===== config.mk =====
export PLATFORM = sky130hd
export DESIGN_NAME = serial_addsub_ctrl
export DESIGN_NICKNAME = d
export VERILOG_FILES = /design/src/rtl/serial_addsub_ctrl.sv
export SDC_FILE = /design/constraint.sdc
export NUM_CORES = 1
export LEC_CHECK = 0
export CAP_MARGIN = 40
export CORE_MARGIN = 1
export CORE_UTILIZATION = 45
export CTS_CLUSTER_DIAMETER = 200
export DETAILED_ROUTE_END_ITERATION = 16
export PLACE_DENSITY = 0.73
export SYNTH_ARGS = -nofsm -noshare
export SYNTH_HDL_FRONTEND = slang
export SYNTH_SLANG_ARGS = --single-unit

===== constraint.sdc =====
create_clock -name clk -period 3.6 [get_ports clk]
set_input_delay 1.08 -clock clk [delete_from_list [all_inputs] [get_ports clk]]
set_output_delay 1.08 -clock clk [all_outputs]
set_load 0.02 [all_outputs]

===== src/rtl/serial_addsub_ctrl.sv =====
// Nibble-serial add/subtract sequencer: one 4-bit adder slice is reused over WIDTH/4 cycles,
// LSB nibble first, with a registered carry. Valid/ready start, one-cycle done pulse.
module serial_addsub_ctrl #(
  parameter int unsigned WIDTH = 16
) (
  input  logic             clk,
  input  logic             rst,
  input  logic             start_valid,
  output logic             start_ready,
  input  logic [WIDTH-1:0] a,
  input  logic [WIDTH-1:0] b,
  input  logic             sub,
  output logic [WIDTH-1:0] res,
  output logic             cout,
  output logic             ovf,
  output logic             done,
  output logic             busy
);

  localparam int unsigned NIB  = WIDTH / 4;
  localparam int unsigned IdxW = (NIB > 1) ? $clog2(NIB) : 1;

  typedef enum logic [1:0] {StIdle, StRun, StDone} state_e;

  state_e              state_q, state_d;
  logic [NIB-1:0][3:0] a_q, a_d;
  logic [NIB-1:0][3:0] b_q, b_d;
  logic [NIB-1:0][3:0] res_q, res_d;
  logic [IdxW-1:0]     idx_q, idx_d;
  logic                carry_q, carry_d;
  logic                cout_q, cout_d;
  logic                ovf_q, ovf_d;
  logic [4:0]          slice;

  always_ff @(posedge clk or posedge rst) begin
    if (rst) begin
      state_q <= StIdle;
      a_q     <= '0;
      b_q     <= '0;
      res_q   <= '0;
      idx_q   <= '0;
      carry_q <= 1'b0;
      cout_q  <= 1'b0;
      ovf_q   <= 1'b0;
    end else begin
      state_q <= state_d;
      a_q     <= a_d;
      b_q     <= b_d;
      res_q   <= res_d;
      idx_q   <= idx_d;
      carry_q <= carry_d;
      cout_q  <= cout_d;
      ovf_q   <= ovf_d;
    end
  end

  // The shared 4-bit slice; B is stored pre-inverted for subtract, carry-in seeded with sub.
  assign slice = {1'b0, a_q[idx_q]} + {1'b0, b_q[idx_q]} + {4'b0000, carry_q};

  always_comb begin
    state_d = state_q;
    a_d     = a_q;
    b_d     = b_q;
    res_d   = res_q;
    idx_d   = idx_q;
    carry_d = carry_q;
    cout_d  = cout_q;
    ovf_d   = ovf_q;
    case (state_q)
      StIdle: begin
        if (start_valid) begin
          a_d     = a;
          b_d     = b ^ {WIDTH{sub}};
          carry_d = sub;
          idx_d   = '0;
          state_d = StRun;
        end
      end
      StRun: begin
        res_d[idx_q] = slice[3:0];
        carry_d      = slice[4];
        idx_d        = idx_q + IdxW'(1);
        if (idx_q == IdxW'(NIB - 1)) begin
          cout_d  = slice[4];
          // slice[3] is the final result MSB written on this edge
          ovf_d   = (a_q[NIB-1][3] == b_q[NIB-1][3]) && (slice[3] != a_q[NIB-1][3]);
          idx_d   = '0;
          state_d = StDone;
        end
      end
      StDone:  state_d = StIdle;
      default: state_d = StIdle;
    endcase
  end

  assign start_ready = (state_q == StIdle);
  assign busy        = (state_q != StIdle);
  assign done        = (state_q == StDone);
  assign res         = res_q;
  assign cout        = cout_q;
  assign ovf         = ovf_q;

endmodule


==> results of run 1 <==
## critical path: stages, from the launching register on
cell and delay [ns]:
sky130_fd_sc_hd__dfrtp_1 0.43, sky130_fd_sc_hd__nor2_2 0.21, sky130_fd_sc_hd__clkdlybuf4s50_1 0.64
## power breakdown
part	total (mW)	leakage, nW	switching (mW)	internal [mW]
registers	1.13	0.684	0.219	0.913
logic	1.69	0.834	0.885	0.800
clock network	0.338	0.0470	0.187	0.151
total	3.15	1.57	1.29	1.86
## flip-flops by register name, indices dropped and copies added (netlist names)
register,flops
res,16
carry_q,1
cout,1
a_q,16
state_q,2
ovf,1
idx_q,2
b_q,16
## layout by cell type, fill, tap and decap left out, drive strengths merged, types with 2 or more instances in the layout
cell type      count
mux4               8
o211ai             2
mux2               4
clkbuf             6
dfrtp             55
nor2               2
nand2             87
o31ai              2
a21oi              2
clkdlybuf4s50     56
inv                8
buf                4
clkinv             2
o21ai             30
xnor2             18
nand3b             2
nand3              3
fa                 2
ha                 7
## cell type report
| type | count | share of cell area [%] |
|---|---|---|
| flip-flops and latches | 55 | 40.79 |
| multi-input cells | 177 | 34.82 |
| repair buffers | 60 | 18.09 |
| well taps | 72 | 2.670 |
| clock buffers | 6 | 2.447 |
| inverters | 9 | 1.038 |
| clock inverters | 1 | 0.1483 |
## metrics by stage
step | hold WS, ns | instances | util [%] | cell area (um^2)
2_1_floorplan | 0.4403 | 253 | - | 2661
3_3_place_gp | 0.4569 | 372 | 58.34 | 3272
3_5_place_dp | 0.4615 | 372 | 58.34 | 3272
4_1_cts | 0.4842 | 379 | 59.91 | 3359
5_1_grt | 0.5111 | 380 | 60.17 | 3374
6_report | 0.4786 | 380 | 60.17 | 3374
## logic make-up after synthesis
| family | after synthesis |
|---|---|
| buffers and inverters | 21 |
| adders and majority gates | 9 |
| xor gates and xnor gates | 18 |
| AOI/OAI and AO/OA | 38 |
| DFF | 55 |
| and+or+nand+nor | 100 |
| muxes | 12 |
## routing by layer
metal / global-route usage [%] / part of all wire [%]
met1: 22.81 / 46
met2: 30.26 / 49
met3: 2.414 / 3.6
met5: 0 / 0
met4: 5.455 / 1.1
## final timing paths
| kind | cells past startpoint | to | slack (ns) |
|---|---|---|---|
| max | 2 | start_ready | 0.94 |
| max in group asynchronous | 3 | b_q[5]$_DFFE_PP0P_ | 1.77 |
| max reg2reg | 8 | carry_q$_DFFE_PP0P_ | 0.94 |
| min in group asynchronous | 2 | res[1]$_DFFE_PP0P_ | 1.20 |
| min | 2 | a_q[2]$_DFFE_PP0P_ | 0.48 |
| min reg2reg | 2 | a_q[2]$_DFFE_PP0P_ | 0.48 |
==> results.toml, run 1 <==
[run_status]
status = "complete, no violations"

[synth]
yosys.cell_count.top_type = "sky130_fd_sc_hd__nand2_1"
adder_and_majority_gate_portion_of_the_synthesized_area_pct = 4.795
share_of_cell_area_taken_by_muxes_after_synthesis_pct = 8.886
async_flop_share_pct = 100.0
synth_cell_types = 34
yosysSeqAreaShare_pct = 51.72
ys.warnings.count = 0
synthDominantAreaCellType = "sky130_fd_sc_hd__dfrtp_1"
largest_family_of_logic_cells_by_synthesized_area = "simple AND/OR/NAND/NOR gates"
synth_edf_count = 0
synth_simple_gate_area_share_pct = 16.60
post_synthesis_cell_area_mm2 = 0.002661
postSynthNetCount = 298
post_synth_inst_count = 253
synth_compound_area_share_pct = 7.945
post_synth_xor_area_fraction_pct = 5.924
ys_top_cells_by_area = "sky130_fd_sc_hd__dfrtp_1 (52%), sky130_fd_sc_hd__nand2_1 (12%), sky130_fd_sc_hd__mux4_2 (6.8%)"
postSynthAreaPerCell_um2 = 10.52
synth_top_cells_by_count = "sky130_fd_sc_hd__nand2_1 (83), sky130_fd_sc_hd__dfrtp_1 (55), sky130_fd_sc_hd__o21ai_1 (29)"
ys_ff_latch = 55
dominantRegCellSynth = "sky130_fd_sc_hd__dfrtp_1"
synth_largest_type_area_fraction_pct = 51.72

[final_layout]
finish.net_count = 353
regArea_mm2 = 0.001376
areaGrowthSynthToFinish_pct = 26.80
final_layout_size_suffix_gt1_share_pct = 10.39
num-fill-cells = 504
diodes = 0
multi_input_area_mm2 = 0.001175

[route]
drt.antenna.violating_nets = 0
drt_iter0_markers = 79
num_vias = 1867
remaining_drc_errors = 0
route.final.wire_length_um = 4855
viasPerCell = 4.913
dr_pass1_iterations = 4
wl_per_cell_um = 12.78

[timing]
hold_viol = 0
layout_worst_path_cycle_share_pct = 73.81
timing.clock.skew_ns = 0.005539
rsz_0062_raised_after_global_routing = "no"
setup_ws_ns = 0.9427
finalSetupTns_ns = 0
timing.fmax_ghz = 0.3763
final.min_clock_period_ns = 2.657
max-slew-margin-rel_pct = 52.82
tightest_slew_ns = 0.7060
report.final.setup_viol = 0
slew_viols_final = 0

[power_and_ir_drop]
report.power.total_mw = 3.155
worst_vdd_ir_uv = 425.9
static-leakage-power_nw = 1.565
power-per-cell-area_mw_per_mm2 = 934.9

[floorplanning]
die-area_mm2 = 0.006225
die_height_um = 78.90
design.core.area_mm2 = 0.005608
floorplan.initialDensity_pct = 47.46
io_pins = 57
std_cell_rows = 27
chipWidth_um = 78.90

[critical_path]
path_max_fanout = 4
critical_path.endpoint_type = "output pin"
cp_data_arrival_time_ns = 1.58
timing.critical_path.from = "state_q[1]$_DFFE_PP0P_"
timing.setup.critical_path_class = "reg -> out"
critical_path.startpoint_type = "register"
cp_data_required_time_ns = 2.52
reg2reg_from = "idx_q[0]$_DFFE_PP0P_"

[clock_network]
clkTransAtPathRegs_ns = 0.09
clock_latency_ns = 0.30
cts_tree = "yes"
ctsHtreeMaxLevel = 2
clock-root-buffer = "sky130_fd_sc_hd__clkbuf_8"
cts_hold_buf = 0
post-cts-setup-buffers = 0
cts_made_buffers = 5
post_cts_resized = 0
clock_sink_count = 55
clock_tree.buffer_depth = 2

[placement]
buffer_ports.inserted = 56
final_gp_congestion = 0.7565
placement.setup.worst_slack_ns = 0.9144
dp.final_hpwl_um = 3773

[min_path]
hold_class = "reg -> reg"
timing.hold.worst.start = "a_q[2]$_DFFE_PP0P_"

[global_routing]
via_count_of_the_first_global_routing_pass = 1822
globalRoute.totalOverflow = 0
number_of_antenna_violations_at_the_first_check_in_global_routing = 0
grt_pass1_wl_um = 8383
grt_util_overall_pct = 17.50
grt_start_max_net_pins = 36

[flow_run]
maxCapViolCount = 0
Note: power is estimated with default switching activity, not from simulation.
==> run 2, diff against run 1 <==
==> constraint.sdc (replaced) <==
create_clock -name clk -period 2.7 [get_ports clk]
set_input_delay 0.81 -clock clk [delete_from_list [all_inputs] [get_ports clk]]
set_output_delay 0.81 -clock clk [all_outputs]
set_load 0.02 [all_outputs]
==> run 2 against run 1 <==
Against the previous run: global-route usage is 0.29 points higher; wire length increased by 0.89%; critical path type unchanged; design area hardly changed; via count hardly changed; clock power grew 29%; largest cell class unchanged.
==> results.toml, run 2 (synthesis gave the netlist of run 1 again) <==
[critical_path]
timing.setup.critical_path_class = "reg -> out"
critical_path.endpoint_type = "output pin"
cp_data_required_time_ns = 1.89
cp_data_arrival_time_ns = 1.61
critical_path.startpoint_type = "register"
reg2reg_from = "idx_q[0]$_DFFE_PP0P_"
timing.critical_path.from = "state_q[1]$_DFFE_PP0P_"
path_max_fanout = 4

[placement]
dpl.cell_count = 374
buffer_ports.inserted = 56
final_gp_congestion = 0.7463
dp.final_hpwl_um = 3738

[min_path]
hold_class = "reg -> reg"
timing.hold.worst.start = "a_q[9]$_DFFE_PP0P_"

[floorplanning]
floorplan.initialDensity_pct = 47.46
io_pins = 57
die-area_mm2 = 0.006225
chipWidth_um = 78.90
die_height_um = 78.90
design.core.area_mm2 = 0.005608
std_cell_rows = 27

[route]
met2_wirelength_um = 2373
met3_wirelength_um = 188
num_vias = 1866
dr_pass1_iterations = 4
viasPerCell = 4.885
wl_per_cell_um = 12.82
remaining_drc_errors = 0
route.final.wire_length_um = 4898
routed.top_layer = "met4"
drt_iter0_markers = 90
drt.antenna.violating_nets = 0
wl_met1_um = 2276

[final_layout]
num-fill-cells = 495
final_core_density_pct = 60.13
post_layout_nonfiller_instances = 382
areaGrowthSynthToFinish_pct = 26.70
layout.cells.most_common_list = "sky130_fd_sc_hd__nand2_1 (83), sky130_fd_sc_hd__clkdlybuf4s50_1 (56), sky130_fd_sc_hd__dfrtp_1 (55)"
diodes = 0
finish.net_count = 354
final_layout_size_suffix_gt1_share_pct = 10.65
layout.cells.most_common = "sky130_fd_sc_hd__nand2_1"

[timing]
tightest_slew_ns = 0.6125
finalSetupTns_ns = 0
final.min_clock_period_ns = 2.415
timing.clock.skew_ns = 0.002510
report.final.setup_viol = 0
slew_viols_final = 0
max-slew-margin-rel_pct = 59.17
timing.fmax_ghz = 0.4140
rsz_0062_raised_after_global_routing = "no"
layout_worst_path_cycle_share_pct = 89.45
hold_viol = 0

[clock_network]
clock_sink_count = 55
cts_hold_buf = 0
ctsHtreeMaxLevel = 2
clkTransAtPathRegs_ns = 0.09
post-cts-setup-buffers = 0
cts_made_buffers = 5
cts_tree = "yes"
clock_latency_ns = 0.30
post_cts_resized = 0
clock_tree.buffer_depth = 2
clock-root-buffer = "sky130_fd_sc_hd__clkbuf_8"

[global_routing]
grt_util_overall_pct = 17.79
via_count_of_the_first_global_routing_pass = 1815
grt_pass1_wl_um = 8535
globalRoute.totalOverflow = 0
grt_start_max_net_pins = 56
number_of_antenna_violations_at_the_first_check_in_global_routing = 0

[power_and_ir_drop]
power-per-cell-area_mw_per_mm2 = 1245
report.power.total_mw = 4.198
static-leakage-power_nw = 1.561
worst_vdd_ir_uv = 540.4

[run_status]
status = "complete, no violations"

[flow_run]
maxCapViolCount = 0
[run 2: changes by cell type in the layout (fill, tap and decap cells not counted)]
cell,change
sky130_fd_sc_hd__clkbuf_8,-1
sky130_fd_sc_hd__clkinvlp_4,+1
sky130_fd_sc_hd__buf_8,-1
sky130_fd_sc_hd__buf_4,+2
sky130_fd_sc_hd__clkbuf_1,+1
[run 2: path summary, 6_finish.rpt]
path | end | slack, ns | cells past startpoint
setup / recovery | start_ready | 0.28 | 2
hold / removal | a_q[9]$_DFFE_PP0P_ | 0.49 | 2
setup reg to reg | carry_q$_DFFE_PP0P_ | 0.31 | 8
hold reg to reg | a_q[9]$_DFFE_PP0P_ | 0.49 | 2
max in group asynchronous | a_q[5]$_DFFE_PP0P_ | 1.59 | 3
min in group asynchronous | a_q[0]$_DFFE_PP0P_ | 0.85 | 3
[run 2: layout make-up]
class                           instances  area (um^2)  area share [%]
Clock buffer                            6        72.57           2.152
Clock inverter                          2        12.51          0.3711
Inverter                                9        35.03           1.039
Multi-Input combinational cell        177         1175           34.84
Sequential cell                        55         1376           40.82
Tap cell                               72        90.09           2.672
Timing Repair Buffer                   61        610.6           18.11
[run 2: worst max-delay path, cell delays in order, from the launching register on]
cell                              delay (ns)
sky130_fd_sc_hd__dfrtp_1                0.42
sky130_fd_sc_hd__nor2_2                 0.24
sky130_fd_sc_hd__clkdlybuf4s50_1        0.65
[run 2: through the flow]
step | hold WS, ns | instance area, um^2 | setup slack [ns]
finish | 0.4874 | 3372 | 0.2848
global route | 0.5096 | 3372 | 0.08931
CTS | 0.4926 | 3372 | 0.2683
detailed placement | 0.4699 | 3287 | 0.3076
global placement | 0.4627 | 3287 | 0.3907
floorplan | 0.4403 | 2661 | 0.3394
[run 2: routing by layer]
layer,global-route usage [%],up-vias
met5,0,-
met1,23.49,873
met4,5.455,0
li1,-,940
met3,2.759,8
met2,30.26,45
[run 2: power breakdown]
group | switching [mW] | total (mW) | internal, mW
Combinational | 1.21 | 2.28 | 1.07
Sequential | 0.262 | 1.48 | 1.22
Clock | 0.255 | 0.437 | 0.182
Total | 1.73 | 4.20 | 2.47
==> run 3, diff against run 2 <==
--- a/config.mk
+++ b/config.mk
@@ -5,7 +5,7 @@
 export SDC_FILE = /design/constraint.sdc
 export NUM_CORES = 1
 export LEC_CHECK = 0
-export CAP_MARGIN = 40
+export CAP_MARGIN = 20
 export CORE_MARGIN = 1
 export CORE_UTILIZATION = 45
 export CTS_CLUSTER_DIAMETER = 200
==> results of run 3 <==
The final DEF is identical to that of run 2; final timing and power are the same.
